--- config.mk ---
export PLATFORM = sky130hd
export DESIGN_NAME = cut_bist_controller_flat
export DESIGN_NICKNAME = d
export VERILOG_FILES = /design/src/rtl/bist_pkg.sv /design/src/rtl/cut_bist_controller_if.sv /design/src/rtl/bist_lfsr16.sv /design/src/rtl/cut_bist_controller.sv /design/src/flat_wrapper.sv
export SDC_FILE = /design/constraint.sdc
export NUM_CORES = 1
export LEC_CHECK = 0
export CAP_MARGIN = 20
export CORE_MARGIN = 10
export CORE_UTILIZATION = 57
export CTS_CLUSTER_DIAMETER = 50
export CTS_CLUSTER_SIZE = 16
export DETAILED_ROUTE_END_ITERATION = 7
export GPL_TIMING_DRIVEN = 0
export PLACE_DENSITY = 0.79
export SETUP_SLACK_MARGIN = 0.4
export SYNTH_ARGS = -nofsm -noshare
export SYNTH_HDL_FRONTEND = slang
export SYNTH_HIERARCHICAL = 1
export SYNTH_SLANG_ARGS = --single-unit
--- constraint.sdc ---
create_clock -name I1470_clk -period 2.47 [get_ports I1470_clk]
set_input_delay 0.6175 -clock I1470_clk [delete_from_list [all_inputs] [get_ports I1470_clk]]
set_output_delay 0.6175 -clock I1470_clk [all_outputs]
set_load 0.005 [all_outputs]
--- src/rtl/bist_pkg.sv ---
// Shared types and helpers for the CUT BIST controller: FSM state encoding,
// signature width, polynomial tap mask and the shift/feedback step used by
// both the pattern LFSR and the response MISR.
package bist_pkg;

  localparam int          SIG_W    = 16;
  localparam logic [15:0] TAP_MASK = 16'hB400;  // taps at bits 15, 13, 12, 10

  typedef enum logic [2:0] {
    ST_IDLE  = 3'd0,
    ST_CRST  = 3'd1,
    ST_RUN   = 3'd2,
    ST_DRAIN = 3'd3,
    ST_DONE  = 3'd4
  } bist_state_e;

  // One Fibonacci shift-left step: feedback is the XOR of the tapped bits.
  function automatic logic [SIG_W-1:0] lfsr_step(input logic [SIG_W-1:0] value,
                                                  input logic [SIG_W-1:0] tap_mask);
    return {value[SIG_W-2:0], ^(value & tap_mask)};
  endfunction

endpackage

--- src/rtl/cut_bist_controller_if.sv ---
// Bundle of the run-control handshake and the CUT stimulus/response wires.
// master = host/CUT side, slave = the BIST controller.
interface cut_bist_controller_if #(
  parameter int N_IN = 3
);
  logic                      start;
  logic [N_IN-1:0]           dut_in;
  logic                      dut_rst;
  logic                      dut_out;
  logic                      busy;
  logic                      done;
  logic                      pass;
  logic [bist_pkg::SIG_W-1:0] signature;

  modport master (
    output start, dut_out,
    input  dut_in, dut_rst, busy, done, pass, signature
  );

  modport slave (
    input  start, dut_out,
    output dut_in, dut_rst, busy, done, pass, signature
  );
endinterface

--- src/rtl/bist_lfsr16.sv ---
// 16-bit load/enable shift register with serial-in XOR. Used once as the
// pattern LFSR (si tied low) and once as the response MISR (si = CUT output).
module bist_lfsr16
  import bist_pkg::*;
(
  input  logic             clk_i,
  input  logic             rst_i,
  input  logic             load_i,
  input  logic [SIG_W-1:0] load_val_i,
  input  logic             en_i,
  input  logic             si_i,
  output logic [SIG_W-1:0] q_o
);

  logic [SIG_W-1:0] q_q;
  logic [SIG_W-1:0] q_d;

  // Next value: load wins over step; otherwise hold.
  always_comb begin
    q_d = q_q;
    if (load_i) begin
      q_d = load_val_i;
    end else if (en_i) begin
      q_d = lfsr_step(q_q, TAP_MASK) ^ {{(SIG_W-1){1'b0}}, si_i};
    end else begin
      q_d = q_q;
    end
  end

  // State register with synchronous reset to zero.
  always_ff @(posedge clk_i) begin
    if (rst_i) begin
      q_q <= {SIG_W{1'b0}};
    end else begin
      q_q <= q_d;
    end
  end

  assign q_o = q_q;

endmodule

--- src/rtl/cut_bist_controller.sv ---
// BIST controller: resets the CUT, streams PATTERNS LFSR patterns into it,
// compacts the LAT-delayed response bits into a MISR and compares the final
// signature against GOLDEN.
module cut_bist_controller
  import bist_pkg::*;
#(
  parameter int          N_IN     = 3,
  parameter int          PATTERNS = 1000,
  parameter int          LAT      = 3,
  parameter logic [15:0] SEED     = 16'h0001,
  parameter logic [15:0] GOLDEN   = 16'h0000
) (
  input logic                  I1470_clk,
  input logic                  I1477_rst,
  cut_bist_controller_if.slave bus
);

  localparam int             PW         = $clog2(PATTERNS + 1);
  localparam logic [15:0]    SEED_EFF   = (SEED == 16'h0000) ? 16'h0001 : SEED;
  localparam logic [PW-1:0]  PAT_LAST   = PW'(PATTERNS - 1);
  localparam logic [PW-1:0]  PAT_MAX    = PW'(PATTERNS);
  localparam logic [3:0]     DRAIN_LAST = 4'(LAT - 1);

  bist_state_e      state_q, state_d;
  logic [PW-1:0]    pat_cnt_q, pat_cnt_d;
  logic [3:0]       drain_cnt_q, drain_cnt_d;
  logic             crst_cnt_q, crst_cnt_d;
  logic [LAT-1:0]   valid_q, valid_d;
  logic             pass_q, pass_d;
  logic             load_s;
  logic             lfsr_en_s;
  logic [SIG_W-1:0] lfsr_q;
  logic [SIG_W-1:0] misr_q;
  logic             lfsr_unused_s;

  // Next-state and control decode for the run sequence.
  always_comb begin
    state_d     = state_q;
    pat_cnt_d   = pat_cnt_q;
    drain_cnt_d = drain_cnt_q;
    crst_cnt_d  = crst_cnt_q;
    pass_d      = pass_q;
    load_s      = 1'b0;
    lfsr_en_s   = 1'b0;
    case (state_q)
      ST_IDLE: begin
        if (bus.start) begin
          state_d     = ST_CRST;
          load_s      = 1'b1;
          pass_d      = 1'b0;
          pat_cnt_d   = {PW{1'b0}};
          drain_cnt_d = 4'd0;
          crst_cnt_d  = 1'b0;
        end else begin
          state_d = ST_IDLE;
        end
      end
      ST_CRST: begin
        if (crst_cnt_q) begin
          state_d    = ST_RUN;
          crst_cnt_d = 1'b0;
        end else begin
          crst_cnt_d = 1'b1;
        end
      end
      ST_RUN: begin
        lfsr_en_s = 1'b1;
        // Saturating so the counter can never wrap.
        if (pat_cnt_q != PAT_MAX) begin
          pat_cnt_d = pat_cnt_q + PW'(1);
        end else begin
          pat_cnt_d = pat_cnt_q;
        end
        if (pat_cnt_q == PAT_LAST) begin
          state_d     = ST_DRAIN;
          drain_cnt_d = 4'd0;
        end else begin
          state_d = ST_RUN;
        end
      end
      ST_DRAIN: begin
        if (drain_cnt_q == DRAIN_LAST) begin
          state_d = ST_DONE;
        end else begin
          drain_cnt_d = drain_cnt_q + 4'd1;
        end
      end
      ST_DONE: begin
        // Last capture landed on the edge into DONE, so the MISR is final here.
        pass_d  = (misr_q == GOLDEN);
        state_d = ST_IDLE;
      end
      default: begin
        state_d = ST_IDLE;
      end
    endcase
  end

  // Capture-valid pipeline: marks which cycles carry a response to a RUN pattern.
  always_comb begin
    valid_d    = valid_q;
    valid_d[0] = (state_q == ST_RUN);
    for (int i = 1; i < LAT; i++) begin
      valid_d[i] = valid_q[i-1];
    end
  end

  // Control registers; reset aborts any run in progress.
  always_ff @(posedge I1470_clk) begin
    if (I1477_rst) begin
      state_q     <= ST_IDLE;
      pat_cnt_q   <= {PW{1'b0}};
      drain_cnt_q <= 4'd0;
      crst_cnt_q  <= 1'b0;
      valid_q     <= {LAT{1'b0}};
      pass_q      <= 1'b0;
    end else begin
      state_q     <= state_d;
      pat_cnt_q   <= pat_cnt_d;
      drain_cnt_q <= drain_cnt_d;
      crst_cnt_q  <= crst_cnt_d;
      valid_q     <= valid_d;
      pass_q      <= pass_d;
    end
  end

  bist_lfsr16 u_lfsr (
    .clk_i      (I1470_clk),
    .rst_i      (I1477_rst),
    .load_i     (load_s),
    .load_val_i (SEED_EFF),
    .en_i       (lfsr_en_s),
    .si_i       (1'b0),
    .q_o        (lfsr_q)
  );

  bist_lfsr16 u_misr (
    .clk_i      (I1470_clk),
    .rst_i      (I1477_rst),
    .load_i     (load_s),
    .load_val_i ({SIG_W{1'b0}}),
    .en_i       (valid_q[LAT-1]),
    .si_i       (bus.dut_out),
    .q_o        (misr_q)
  );

  // Only the low N_IN LFSR bits reach the CUT.
  assign lfsr_unused_s = ^lfsr_q;

  assign bus.dut_in    = (state_q == ST_RUN) ? lfsr_q[N_IN-1:0] : {N_IN{1'b0}};
  assign bus.dut_rst   = I1477_rst | (state_q == ST_CRST);
  assign bus.busy      = (state_q != ST_IDLE);
  assign bus.done      = (state_q == ST_DONE);
  assign bus.pass      = pass_q;
  assign bus.signature = misr_q;

endmodule

--- src/flat_wrapper.sv ---
// flat-port wrapper written by rule: the top's interface ports become plain ports
module cut_bist_controller_flat import bist_pkg::*;
#(
  parameter int          N_IN     = 3,
  parameter int          PATTERNS = 1000,
  parameter int          LAT      = 3,
  parameter logic [15:0] SEED     = 16'h0001,
  parameter logic [15:0] GOLDEN   = 16'h0000
)
  (I1470_clk, I1477_rst, bus_start, bus_dut_out, bus_dut_in, bus_dut_rst, bus_busy, bus_done, bus_pass, bus_signature);
  cut_bist_controller_if #(.N_IN(N_IN)) bus_i ();
  input logic I1470_clk;
  input logic I1477_rst;
  input wire logic [$bits(bus_i.start)-1:0] bus_start;
  input wire logic [$bits(bus_i.dut_out)-1:0] bus_dut_out;
  output wire logic [$bits(bus_i.dut_in)-1:0] bus_dut_in;
  output wire logic [$bits(bus_i.dut_rst)-1:0] bus_dut_rst;
  output wire logic [$bits(bus_i.busy)-1:0] bus_busy;
  output wire logic [$bits(bus_i.done)-1:0] bus_done;
  output wire logic [$bits(bus_i.pass)-1:0] bus_pass;
  output wire logic [$bits(bus_i.signature)-1:0] bus_signature;
  assign bus_i.start = bus_start;
  assign bus_i.dut_out = bus_dut_out;
  assign bus_dut_in = bus_i.dut_in;
  assign bus_dut_rst = bus_i.dut_rst;
  assign bus_busy = bus_i.busy;
  assign bus_done = bus_i.done;
  assign bus_pass = bus_i.pass;
  assign bus_signature = bus_i.signature;
  cut_bist_controller #(.N_IN(N_IN), .PATTERNS(PATTERNS), .LAT(LAT), .SEED(SEED), .GOLDEN(GOLDEN)) u_core (.I1470_clk(I1470_clk), .I1477_rst(I1477_rst), .bus(bus_i));
endmodule
==> flow_summary_export.csv, run 1 <==
group,metric,value,unit
synth,synth_edf_count,0,
floorplan,core,0.005107,mm2
sta,period_share,85.61,%
sta,tightestPinTransition,0.6540,ns
floorplan,initial_core_util,58.70,%
critical_path,cp_max_fo,10,
cts,clock_latency,0.31,ns
synth,synth-seq-cells,54,
cts,cts_tree,"built",
floorplan,rows,26,
floorplan,ios,27,
cts,clock-root-buffer,"clkbuf_8",
hold_path,hold_class,"register to register",
pwr,power_density,500.7,mW/mm2
layout,num_antenna_cells,0,
global_routing,overflow,0,
pwr,p_leak,1.519,nW
pwr,ir_drop,0.0003088,V
drt,wirelength,6.154,mm
cts,clk_pin_slew,0.10,ns
flow_run,maxCapViolations,0,
sta,finalHoldViolCount,0,
place,routabilityCongestion,0.8435,
drt,drt_iter0_drc,117,
critical_path,end_kind,"primary output",
layout,design_area,0.003633,mm2
floorplan,die_area,0.008560,mm2
sta,relSlewSlack,56.31,%
layout,final_nets,379,
layout,multi_input_area,0.001847,mm2
sta,setup_viol,0,
sta,rsz0062_at_grt,"true",
synth,yosysUniqueCellTypes,51,
global_routing,grt_pass1_wl,10.62,mm
global_routing,grt_use_total,14.66,%
sta,finalClockSkew,0.006863,ns
place,place_area,0.003452,mm2
layout,nFillCells,407,
place,dpl.cell_count,429,
drt,wl_per_cell,13.92,um
layout,layout-drive-gt1-share,17.20,%
synth,synthCells,303,
pwr,power,1.819,mW
synth,synth.yosys.seq_area_share,36.06,%
global_routing,grt_max_degree,17,
cts,htreeDepth,2,
drt,first_pass_iters,4,
floorplan,die_h,92.52,um
cts,cts_buffer_depth,2,
layout,final_cell_mix,"51 x dfxtp_1, 40 x nor2_1, 33 x conb_1",
sta,finalSetupTns,0,ns
synth,syn_area_per_cell,9.894,um2
drt,via_count,2378,
drt,drc,0,
critical_path,critPathLaunchType,"primary input",
layout,syn2layout_area_growth,21.20,%
synth,synth_ff_type,"dfxtp_1",
layout,post-route-util,71.14,%
global_routing,grt_pass1_vias,2402,
sta,slew_viol_final,0,
drt,drtAntennaViolNets,0,
sta,period_needed,2.115,ns
synth,async_flop_share,0,%
layout,mostFrequentLayoutCell,"dfxtp_1",
cts,cts_buffers,5,
synth,syn_area,0.002998,mm2
place,port_buffers,25,
global_routing,antenna_found_initial,0,
layout,instances_no_fill,442,
floorplan,die_w,92.52,um
layout,final-seq-area,0.001085,mm2
run_status,run_status,"finished clean",
critical_path,crit_arrival,1.50,ns
critical_path,cp.required,1.85,ns
cts,clock_sinks,54,
critical_path,r2r_slack,0.49,ns
critical_path,critPathKind,"primary input to primary output",
drt,viasPerCell,5.380,
place,post-dp-hpwl,4.409,mm
sta,max_clock_freq,472.9,MHz
synth,yosys_warnings,6,
[synth_stat cells (2+ instances only)]
cell type	number	area [um2]
dfxtp_1	54	1081
buf_6	6	67.56
or3_1	2	12.51
nand2b_1	3	18.77
nand3b_1	2	15.01
buf_4	4	30.03
ha_1	4	50.05
o31ai_1	5	37.54
nor2_1	40	150.1
inv_1	12	45.04
conb_1	2	7.510
nor3_1	5	25.02
a31oi_1	5	31.28
o311ai_0	6	52.55
nor3b_1	3	22.52
nor4_1	5	31.28
nand4_1	5	31.28
xnor3_1	2	45.04
xnor2_1	5	43.79
nand3_1	5	25.02
clkbuf_1	9	33.78
mux2_2	5	56.30
o41ai_2	2	32.53
nand2_1	7	26.28
mux2_4	17	255.2
or4_1	2	15.01
nor2b_1	4	25.02
o41ai_1	4	35.03
a41oi_1	2	17.52
mux2i_1	31	310.3
mux2_1	10	112.6
buf_2	3	15.01
and3_1	6	37.54
nor4b_1	2	17.52
o21ai_0	4	20.02
a21oi_1	5	25.02
[path summary, 6_finish.rpt]
kind | start | to | depth (start not counted)
setup / recovery | I1477_rst | bus_dut_rst | 4
hold / removal | u_core/valid_q[0]$_SDFF_PP0_ | u_core/valid_q[1]$_SDFF_PP0_ | 1
setup reg to reg | u_core/state_q[0]$_SDFFE_PP0P_ | u_core/u_lfsr/q_o[3]$_SDFFE_PP0P_ | 9
hold reg to reg | u_core/valid_q[0]$_SDFF_PP0_ | u_core/valid_q[1]$_SDFF_PP0_ | 1
[critical path: stages]
cell,delay (ns)
buf_2,0.15
buf_8,0.15
or2_2,0.30
dlygate4sd2_1,0.27
[routing by layer]
metal	global-route usage (%)	wire, um	vias to the layer above
met5	0	0	-
met4	5.398	72	0
met3	3.955	370	5
met2	25.35	2896	62
met1	16.92	2814	1112
li1	-	-	1199
[layout make-up]
class | count | area share (%)
sequential | 54 | 29.86
clock inverter | 2 | 0.3444
timing repair buffer | 30 | 7.955
inverter | 12 | 1.240
tap | 70 | 2.410
buffer | 23 | 5.096
multi-input combinational | 245 | 50.83
clock buffer | 6 | 2.273
[through the flow]
stage | hold WS (ns) | setup WS (ns)
2_1_floorplan | 0.4138 | 0.5789
3_3_place_gp | 0.4182 | -0.08793
4_1_cts | 0.4500 | 0.3157
6_report | 0.4460 | 0.3553
5_1_grt | 0.4532 | 0.3252
3_5_place_dp | 0.4270 | -0.1245
[timing repair]
item	CTS	global route
setup buffers	3	1
cloned	0	1
hold buffers	0	0
gates resized for setup	16	12
setup endpoints to repair	24	22
pin swaps	1	0
[logic make-up after synthesis]
group                      after synthesis  synth area share, %
and+or+nand+nor                        100                17.61
muxes                                   63                24.50
DFF                                     54                36.06
AOI/OAI and AO/OA                       38                10.43
buffers and inverters                   35                6.510
xor gates and xnor gates                 7                2.963
adders and majority gates                4                1.670
other                                    2               0.2505
[state kept, by name (all words and copies together) (netlist names)]
name	flops
u_core/bus.pass	1
u_core/u_misr/q_o	16
u_core/state_q	3
u_core/pat_cnt_q	10
u_core/valid_q	3
u_core/crst_cnt_q	1
u_core/drain_cnt_q	4
u_core/u_lfsr/q_o	16
[report_power, final]
group          internal [mW]  total [mW]  switching [mW]
registers              0.914       0.950          0.0365
clock network          0.226       0.510           0.285
logic                  0.201       0.359           0.158
total                   1.34        1.82           0.479
Power figures use the tool's default switching activity.
==> run 2: changes to the inputs <==
GPL_TIMING_DRIVEN = not set   (was 0)
SLEW_MARGIN = 20   (was not set)
==> run 2 against run 1 <==
- sequential power about the same
- count of clock-buffer cells in the layout unchanged
- utilization decreased by 0.76 points
- worst hold slack improved by 0.0095 ns
- final area decreased by 1.1%
- routed wire length decreased by 1.9%
- cell count decreased by 2.7%
- die area unchanged
==> flow_summary_export.csv, run 2 (synthesis results as in run 1) <==
group,metric,value,unit
critical_path,cpMaxStageDelayCell,"dfxtp_1",
layout,mostFrequentLayoutCell,"dfxtp_1",
critical_path,cp_common_cell,"buf_6",
drt,wl_per_cell,14.04,um
critical_path,critPathLaunchType,"register",
sta,rsz0062_at_grt,"false",
cts,clock_latency,0.31,ns
drt,drc,0,
hold_path,hp-start,"u_core/valid_q[0]$_SDFF_PP0_",
cts,cts_buffers,5,
global_routing,grt_pass1_wl,10.38,mm
global_routing,use_met2,22.65,%
critical_path,critPathKind,"register to primary output",
critical_path,path_cells,"buf_6, nor2_4, buf_6, nand2_1, dlygate4sd2_1",
layout,multi_input_area,0.001866,mm2
pwr,ir_drop,0.0002535,V
run_status,run_status,"finished clean",
layout,syn2layout_area_growth,19.91,%
floorplan,rows,26,
critical_path,end_kind,"primary output",
critical_path,rr_startpoint,"u_core/state_q[1]$_SDFFE_PP0P_",
cts,clk_pin_slew,0.09,ns
cts,clock_sinks,54,
sta,max_clock_freq,506.6,MHz
global_routing,use_met3,3.955,%
sta,period_needed,1.974,ns
sta,holdWs,0.4554,ns
place,routabilityCongestion,0.8335,
layout,final_nets,368,
drt,first_pass_iters,4,
pwr,power_density,528.2,mW/mm2
global_routing,grt_max_degree,62,
global_routing,overflow,0,
sta,finalClockSkew,0.008342,ns
place,post-dp-hpwl,4.084,mm
global_routing,grt_use_total,14.32,%
global_routing,grt_busiest_layer,"met2",
sta,setup_viol,0,
floorplan,die_h,92.52,um
drt,via_count,2283,
critical_path,crit_family,"buffers and inverters",
sta,slew_viol_final,0,
global_routing,grt.met1_usage,18.15,%
layout,final_cell_mix,"52 x dfxtp_1, 39 x nor2_1, 33 x conb_1",
floorplan,ios,27,
place,port_buffers,26,
floorplan,initial_core_util,58.70,%
critical_path,critPathLaunch,"u_core/state_q[0]$_SDFFE_PP0P_",
sta,period_share,79.91,%
critical_path,cp_max_fo,9,
floorplan,die_area,0.008560,mm2
critical_path,critical-path-max-stage-delay,0.33,ns
layout,layout-drive-gt1-share,16.94,%
layout,final-seq-area,0.001089,mm2
sta,tightestPinTransition,0.6231,ns
floorplan,die_w,92.52,um
drt,viasPerCell,5.309,
flow_run,maxCapViolations,0,
drt,wirelength,6.036,mm
pwr,p_leak,1.526,nW
global_routing,grt_pass1_vias,2252,
cts,htreeDepth,2,
layout,num_antenna_cells,0,
hold_path,hold_class,"register to register",
cts,cts_buffer_depth,2,
sta,finalHoldViolCount,0,
drt,drt_iter0_drc,110,
layout,nFillCells,388,
floorplan,core,0.005107,mm2
drt,drtAntennaViolNets,0,
global_routing,antenna_found_initial,0,
cts,clock-root-buffer,"clkbuf_8",
critical_path,cp.buffers_inverters,3,
sta,finalSetupTns,0,ns
critical_path,crit_arrival,1.36,ns
cts,cts_tree,"built",
sta,relSlewSlack,58.46,%
critical_path,cp.required,1.85,ns
run 2: changes by cell type in the layout (fill, tap and decap cells not counted), moves of 2 or more:
cell / change
dfxtp_2: -3
buf_4: +9
dlymetal6s2s_1: +2
clkdlybuf4s15_1: -2
dfxtp_4: +2
clkbuf_1: -6
buf_2: -3
buf_6: -8
run 2: where the power goes:
group	switching, mW	internal, mW
Combinational	0.156	0.191
Clock	0.279	0.325
Sequential	0.0364	0.912
run 2: worst reg2reg max path: stages, from the launching register on:
cell and delay [ns]:
dfxtp_4 0.42, buf_4 0.17, or3b_1 0.38, inv_1 0.08, buf_6 0.21, mux2_1 0.35
mux2i_1 0.15, nor2_1 0.06
run 2: layout make-up:
cell class                      count  area share (%)
Multi-Input combinational cell    245           51.90
Sequential cell                    54           30.28
Timing Repair Buffer               42           11.00
Tap cell                           70           2.436
Clock buffer                        6           2.297
Inverter                           12           1.253
Clock inverter                      1          0.8354
run 2: routing by layer:
| layer | share of wire [%] | routed length (um) |
|---|---|---|
| met3 | 5.7 | 343 |
| met1 | 47 | 2817 |
| met5 | 0 | 0 |
| met4 | 1.5 | 90 |
| met2 | 46 | 2784 |
run 2: metrics by stage:
step	util, %	area [um2]	instances	worst slack, ns	power [mW]
after detailed placement	66.63	3403	418	0.2193	1.302
after global placement	66.63	3403	418	0.2672	1.291
after global routing	70.38	3595	430	0.4175	1.990
after CTS	69.38	3543	428	0.2318	1.906
after floorplan	-	3114	334	0.5789	1.206
final	70.38	3595	430	0.4962	1.899
run 2: worst paths after layout:
kind | endpoint | slack, ns | depth (start not counted)
max | bus_busy | 0.50 | 5
min | u_core/valid_q[1]$_SDFF_PP0_ | 0.46 | 1
max reg2reg | u_core/u_lfsr/q_o[11]$_SDFFE_PP0P_ | 0.54 | 7
min reg2reg | u_core/valid_q[1]$_SDFF_PP0_ | 0.46 | 1
run 2: what timing repair did:
item,4_1_cts,5_1_grt
gates resized for setup,8,13
pin swaps,1,2
cloned,0,0
hold buffers,0,0
setup endpoints to repair,6,13
buffers inserted,3,2
==> run 3: changes to the inputs <==
clock period = 1.9 ns   (was 2.47 ns; I/O delays follow)
==> run 3 against run 2 <==
- the flow now finishes with violations (setup timing)
- worst setup slack worse by 0.59 ns
- via count is 18% higher
- largest power group unchanged
- utilization is 16 points higher
- routed wire length is 52% higher
- sequential cell count stayed put
- sequential power is 30% higher
- power is 33% higher
- cell count is 10% higher
- register-to-register slack worse by 0.64 ns
==> flow_summary_export.csv, run 3 (synthesis results as in run 1) <==
group,metric,value,unit
cts,cts_buffers,5,
cts,clock_sinks,54,
drt,drt_iter0_drc,152,
sta,slew_viol_final,0,
layout,instances_no_fill,475,
critical_path,cp.required,2.09,ns
place,routabilityCongestion,0.8486,
critical_path,crit_family,"buffers and inverters",
sta,period_needed,1.998,ns
pwr,ir_drop,0.0004669,V
drt,drtAntennaViolNets,0,
floorplan,initial_core_util,58.70,%
critical_path,cp_max_fo,5,
critical_path,cp.buffers_inverters,5,
floorplan,ios,27,
sta,finalClockSkew,0.01020,ns
layout,final_nets,413,
floorplan,die_h,92.52,um
cts,cts_hold_buf,0,
critical_path,critPathKind,"register to register",
global_routing,grt_pass1_wl,12.82,mm
floorplan,rows,26,
sta,rsz0062_at_grt,"true",
sta,period_share,105.2,%
sta,finalHoldViolCount,0,
drt,viasPerCell,5.680,
cts,cts_tree,"built",
global_routing,overflow,0,
sta,setup_viol,11,
run_status,run_status,"finished, violations left",
sta,fin_ws,-0.09814,ns
floorplan,die_w,92.52,um
layout,num_antenna_cells,0,
pwr,power_density,575.9,mW/mm2
critical_path,cpMaxStageDelayCell,"or3b_4",
cts,cts_buffer_depth,2,
sta,finalSetupTns,-0.4261,ns
drt,wirelength,9.153,mm
place,dpl.cell_count,427,
layout,layout-drive-gt1-share,40.25,%
layout,mostFrequentLayoutCell,"nor2_1",
drt,via_count,2698,
global_routing,grt_max_degree,62,
cts,clock_latency,0.31,ns
critical_path,end_kind,"register",
drt,first_pass_iters,4,
global_routing,grt_use_total,18.26,%
cts,clock-root-buffer,"clkbuf_8",
floorplan,core,0.005107,mm2
floorplan,die_area,0.008560,mm2
sta,max_clock_freq,500.5,MHz
drt,drc,0,
global_routing,antenna_found_initial,0,
pwr,power,2.528,mW
place,post-dp-hpwl,4.297,mm
critical_path,path_cells,"buf_6, buf_6, or3b_4, clkinv_4, buf_12, buf_12, mux2_4, mux2i_1, nor2_1",
cts,clk_pin_slew,0.10,ns
run_status,violations,"setup timing",
drt,wl_per_cell,19.27,um
sta,holdWs,0.4447,ns
flow_run,maxCapViolations,0,
layout,syn2layout_area_growth,46.41,%
critical_path,critical-path-max-stage-delay,0.40,ns
place,place_area,0.003561,mm2
cts,htreeDepth,2,
global_routing,grt_pass1_vias,2592,
place,port_buffers,26,
pwr,p_leak,1.911,nW
critical_path,crit_arrival,2.19,ns
layout,final_cell_mix,"36 x nor2_1, 33 x conb_1, 32 x dfxtp_1",
hold_path,hold_class,"register to register",
layout,design_area,0.004389,mm2
critical_path,critPathLaunchType,"register",
==> run 3: cell types whose count changed in the layout (fill, tap and decap cells not counted), sizes merged <==
cell,previous run,this run
buf,17,64
clkdlybuf4s50,19,1
dlygate4sd2,3,17
bufbuf,0,2
clkbuf,7,9
inv,12,10
bufinv,1,0
clkinv,0,1
clkinvlp,0,1
dlymetal6s2s,2,1
==> run 3: cell type report <==
cell class / count / area [um2]
Multi-Input combinational cell: 245 / 2086
Sequential cell: 54 / 1116
Timing Repair Buffer: 87 / 969.7
Fill cell: 259 / 718.2
Tap cell: 70 / 87.58
Clock buffer: 7 / 76.32
Inverter: 12 / 53.80
==> run 3: through the flow <==
step / setup WS, ns / utilization, %
after CTS: 0.01088 / 79.89
after detailed placement: -0.1478 / 69.72
after global placement: -0.08383 / 69.72
after global routing: -0.1447 / 85.94
after floorplan: 0.1082 / -
final: -0.09814 / 85.94
==> run 3: power breakdown <==
group	internal [mW]	switching [mW]
Combinational	0.380	0.288
Clock	0.255	0.370
Sequential	1.19	0.0452
Total	1.82	0.703
==> run 3: path summary, 6_finish.rpt <==
kind	start	endpoint	slack, ns	cells after the start
worst min register to register	u_core/valid_q[1]$_SDFF_PP0_	u_core/valid_q[2]$_SDFF_PP0_	0.44	1
worst max register to register	u_core/state_q[2]$_SDFFE_PP0P_	u_core/u_lfsr/q_o[14]$_SDFFE_PP0P_	-0.1	9
worst max-delay path	u_core/state_q[2]$_SDFFE_PP0P_	u_core/u_lfsr/q_o[14]$_SDFFE_PP0P_	-0.1	9
worst min-delay path	u_core/valid_q[1]$_SDFF_PP0_	u_core/valid_q[2]$_SDFF_PP0_	0.44	1
==> run 3: per-layer routing <==
| layer | routed length (um) | vias to the layer above | track usage (%) |
|---|---|---|---|
| li1 | - | 1268 | - |
| met4 | 361 | 0 | 8.355 |
| met2 | 4736 | 99 | 32.06 |
| met3 | 459 | 31 | 4.439 |
| met5 | 0 | - | 0 |
| met1 | 3595 | 1300 | 20.37 |
==> run 3: repair_timing <==
| item | CTS | global route |
|---|---|---|
| endpoints found under the setup margin | 72 | 56 |
| setup buffers | 24 | 12 |
| pin swaps | 15 | 24 |
| gates resized for setup | 103 | 49 |
| gates cloned | 4 | 1 |
| hold endpoints to repair | 0 | 0 |
